--- config.mk ---
export PLATFORM = sky130hd
export DESIGN_NAME = mux32_rr_arb
export DESIGN_NICKNAME = d
export VERILOG_FILES = /design/src/rtl/mux32_rr_arb.sv
export SDC_FILE = /design/constraint.sdc
export NUM_CORES = 1
export LEC_CHECK = 0
export BUFFER_PORTS_ARGS = -buffer_cell sky130_fd_sc_hd__buf_4
export CAP_MARGIN = 20
export CORE_MARGIN = 2
export CORE_UTILIZATION = 33
export DETAILED_ROUTE_END_ITERATION = 6
export HOLD_SLACK_MARGIN = 0.12
export PLACE_DENSITY = 0.89
export SETUP_SLACK_MARGIN = 0.05
export SLEW_MARGIN = 20
export SYNTH_ARGS = -nofsm -noshare
export SYNTH_HDL_FRONTEND = slang
export SYNTH_SLANG_ARGS = --single-unit
--- constraint.sdc ---
create_clock -name clk -period 2.5 [get_ports clk]
set_clock_uncertainty 0.05 [all_clocks]
set_input_delay 0.75 -clock clk [delete_from_list [all_inputs] [get_ports clk]]
set_output_delay 0.75 -clock clk [all_outputs]
set_load 0.02 [all_outputs]
--- src/rtl/mux32_rr_arb.sv ---
// Round-robin arbiter that sequences four 32-bit requesters through one shared 4:1 mux.
// The grant and mux select are registered. The valid/ready/ack outputs and dout are combinational from them.
module mux32_rr_arb #(
  parameter int HOLD_MAX = 8
) (
  input  logic        clk,
  input  logic        rst,
  input  logic [3:0]  req,
  input  logic [3:0]  lock,
  input  logic [31:0] din0,
  input  logic [31:0] din1,
  input  logic [31:0] din2,
  input  logic [31:0] din3,
  input  logic        out_ready,
  output logic [3:0]  gnt,
  output logic        sel_s0,
  output logic        sel_s1,
  output logic [31:0] dout,
  output logic        out_valid,
  output logic [3:0]  ack,
  output logic        dbg_busy
);

  // Handshake: a beat transfers when out_valid && out_ready are both high in the same cycle.
  // ack pulses for that one cycle on the granted line only.
  typedef enum logic {IDLE = 1'b0, BUSY = 1'b1} state_e;

  localparam logic [3:0] HOLD_LIM = 4'(HOLD_MAX - 1);

  state_e      state_q, state_d;
  logic [3:0]  gnt_q, gnt_d;
  logic [1:0]  sel_q, sel_d;
  logic [1:0]  last_idx_q, last_idx_d;
  logic [3:0]  beat_cnt_q, beat_cnt_d;

  logic        accept;
  logic        hold;
  logic        release_g;
  logic [2:0]  pick;

  // Returns {found, index}. The scan starts at last+1, so last itself is checked last.
  function automatic logic [2:0] rr_pick(input logic [1:0] last, input logic [3:0] r);
    logic [2:0] res;
    logic [1:0] idx;
    res = 3'b000;
    for (int k = 4; k >= 1; k--) begin
      idx = last + 2'(k);
      if (r[idx]) res = {1'b1, idx};
    end
    return res;
  endfunction

  always_comb begin
    out_valid = !rst && (state_q == BUSY) && req[sel_q];
    accept    = out_valid && out_ready;
    ack       = accept ? (4'b0001 << sel_q) : 4'b0000;
    case (sel_q)
      2'd0:    dout = din0;
      2'd1:    dout = din1;
      2'd2:    dout = din2;
      default: dout = din3;
    endcase
  end

  always_comb begin
    state_d    = state_q;
    gnt_d      = gnt_q;
    sel_d      = sel_q;
    last_idx_d = last_idx_q;
    beat_cnt_d = beat_cnt_q;
    hold       = 1'b0;
    release_g  = 1'b0;
    pick       = 3'b000;
    case (state_q)
      IDLE: begin
        pick = rr_pick(last_idx_q, req);
        if (pick[2]) begin
          state_d    = BUSY;
          sel_d      = pick[1:0];
          gnt_d      = 4'b0001 << pick[1:0];
          beat_cnt_d = 4'd0;
        end
      end
      default: begin
        hold      = accept && lock[sel_q] && (beat_cnt_q < HOLD_LIM);
        release_g = (accept && !hold) || !req[sel_q];
        if (hold) begin
          beat_cnt_d = beat_cnt_q + 4'd1;
        end else if (release_g) begin
          // The outgoing holder is still eligible, but only at lowest priority.
          last_idx_d = sel_q;
          pick       = rr_pick(sel_q, req);
          beat_cnt_d = 4'd0;
          if (pick[2]) begin
            sel_d = pick[1:0];
            gnt_d = 4'b0001 << pick[1:0];
          end else begin
            state_d = IDLE;
            gnt_d   = 4'b0000;
          end
        end
      end
    endcase
  end

  always_ff @(posedge clk) begin
    if (rst) begin
      state_q    <= IDLE;
      gnt_q      <= 4'b0000;
      sel_q      <= 2'b00;
      last_idx_q <= 2'd3;
      beat_cnt_q <= 4'd0;
    end else begin
      state_q    <= state_d;
      gnt_q      <= gnt_d;
      sel_q      <= sel_d;
      last_idx_q <= last_idx_d;
      beat_cnt_q <= beat_cnt_d;
    end
  end

  assign gnt      = gnt_q;
  assign sel_s0   = sel_q[0];
  assign sel_s1   = sel_q[1];
  assign dbg_busy = (state_q == BUSY);

endmodule

==> results_dict.tcl <==
set metrics [dict create \
    dpl.cell_count 476 \
    period_minus_slack_ns 2.63 \
    synth_edf_count 0 \
    fin_ws_ns -0.131 \
    critical_path_class "register to output port" \
    die_area_mm2 0.00632 \
    grt_pass1_wl_um 12800 \
    rows 27 \
    synth-async-reset-ratio_pct 0 \
    slew_headroom_pct 70.2 \
    grt-ovfl-total 0 \
    grt_pass1_vias 2582 \
    violations "design-rule violations, negative setup slack" \
    drive_gt1_share_pct 66.8 \
    status "finished with violations" \
    hold_class "register to register" \
    final_nets 573 \
    cts_max_level 1 \
    cap_violations 0 \
    yosysTopAreaCellShare_pct 19.2 \
    finalSetupViolations 37 \
    setup_tns_ns -2.51 \
    hpwl_um 6520 \
    drt_iter0_markers 290 \
    synth_warnings 0 \
    pwr_density_cell_mw_per_mm2 579 \
    crit_path_max_fanout 8 \
    rsz0062_at_grt "true" \
    p_leak_nw 1.97 \
    cts_root_buffer "clkbuf_8" \
    ioPinCount 183 \
    cts_made_buffers 3 \
    ctsHoldBuffers 0 \
    endpoint_kind "output port" \
    synth_cell_type_count 50 \
    max_freq_mhz 380 \
    ir_drop_mv 0.329 \
    antenna_found_initial 0 \
    grt_max_degree 25 \
    cp-start-kind "register" \
    routedWlPerCell_um 18.7 \
    coreArea_mm2 0.00551 \
    report.final.slew_viol_count 0 \
    synth_seq_cells 13 \
    path_clk_slew_ns 0.05 \
    vias 2799 \
    synthesis.nets 369 \
    finalNonFillerCells 500 \
    start_util_pct 34.2 \
    syn_to_final_growth_pct 113 \
    drc 1 \
    syn_inst 225 \
    avgViaCountPerCell 5.60 \
    seq_area_frac_synth_pct 13.8 \
    dieWidth_um 79.5 \
    netlist_top_cells_count "36 x inv_1, 36 x mux2i_1, 32 x a222oi_1" \
    worst_slew_pin_slew_ns 0.447 \
    hold_viol_final 0 \
    n_antenna_cell 0 \
    place.gp.congestion 0.858 \
    drt-pass1-iter-count 7 \
    ant_nets 0 \
    track_usage_pct 25.8 \
    clock_latency_ns 0.25 \
    cp.arrival_ns 1.83 \
    die_h_um 79.5 \
    period_share_pct 105 \
    tritoncts "done" \
    synth_area_leader_cell "mux2i_1" \
    synth_area_per_cell_um2 8.36 \
    clock_path_buffers 2 \
    cts.sinks 13 \
    finalWirelength_um 9350 \
    portBuffers 182 \
    synth_ff_type "dfxtp_1" \
    synth_area_leaders "mux2i_1 19%, a222oi_1 17%, dfxtp_1 14%, inv_1 7.2%, ha_1 3.3%" \
    syn-cell-area_mm2 0.00188 \
    critPathRequiredTime_ns 1.70 \
]
[layout by cell type (no fill, tap or decap), types with 3 or more instances in the layout]
| master | n |
|---|---|
| mux2_2 | 5 |
| a22oi_1 | 4 |
| mux2i_2 | 32 |
| a211oi_1 | 5 |
| and2_4 | 4 |
| nand2b_1 | 5 |
| a21oi_1 | 4 |
| nor2b_1 | 3 |
| nor3_1 | 4 |
| clkbuf_8 | 3 |
| dfxtp_1 | 11 |
| mux2i_1 | 4 |
| ha_4 | 4 |
| clkbuf_16 | 4 |
| a222oi_1 | 32 |
| inv_1 | 34 |
| buf_4 | 194 |
| buf_12 | 5 |
| buf_6 | 16 |
| nor2_1 | 14 |
[cell families (layout without fill, tap and decap cells)]
group / count (synthesis) / count (layout) / synth area share, %
flops: 13 / 13 / 13.8
buf+inv: 59 / 262 / 14.3
fa+ha+maj: 5 / 5 / 3.33
simple gates: 39 / 39 / 11.0
mux: 44 / 44 / 26.1
xor+xnor: 1 / 1 / 0.466
compound gates: 64 / 64 / 30.9
[area by class of cell]
| class | instances | area [um^2] |
|---|---|---|
| clock buffer | 4 | 45.0 |
| fill | 407 | 1510 |
| inverter | 36 | 138 |
| multi-input combinational | 153 | 1530 |
| sequential | 13 | 268 |
| tap | 72 | 90.1 |
| timing repair buffer | 222 | 1920 |
[sequential cells by signal (all words and copies together) (netlist names)]
name,flops
gnt,4
sel_q,2
last_idx_q,2
beat_cnt_q,4
dbg_busy,1
[worst max-delay path, cell delays in order (launching register included)]
cell and delay [ns]:
dfxtp_4 0.38, inv_4 0.05, ha_4 0.21, clkbuf_16 0.18, a222oi_1 0.42, mux2i_2 0.14, buf_4 0.18
[metrics by stage]
step                      power, mW  hold slack [ns]  area [um^2]  util, %  setup WS [ns]
after floorplan                1.19            0.416         2050        -        0.00203
after global placement         1.81            0.433         3540     64.4         -0.162
after detailed placement       1.83            0.441         3540     64.4         -0.182
after CTS                      2.20            0.448         3860     70.1         -0.125
after global routing           2.43            0.475         4000     72.6         -0.184
final                          2.31            0.445         4000     72.6         -0.131
[worst paths after layout]
check	end	slack, ns	cells after the start	from
max	dout[0]	-0.13	6	sel_q[0]
max reg2reg	gnt[0]	0.14	7	sel_q[0]
min reg2reg	gnt[1]	0.45	2	gnt[1]
min	gnt[1]	0.45	2	gnt[1]
[routing by layer]
layer | share of wire, % | global-route usage [%]
met3 | 8.8 | 4.07
met2 | 52 | 49.6
met1 | 35 | 27.7
met5 | 0 | 0
met4 | 3.9 | 10.5
[where the power goes]
| group | leakage [nW] | switching [mW] | total [mW] | internal (mW) |
|---|---|---|---|---|
| clock network | 0.0228 | 0.0750 | 0.188 | 0.113 |
| logic | 1.84 | 0.875 | 1.87 | 0.991 |
| registers | 0.108 | 0.0252 | 0.261 | 0.236 |
| total | 1.97 | 0.975 | 2.31 | 1.34 |
[timing repair]
item | CTS | global route
setup endpoints to repair | 38 | 39
gates resized for setup | 24 | 2
pin swaps | 33 | 12
setup buffers | 8 | 3
cloned | 4 | 5
Note: power is estimated with default switching activity, not from simulation.
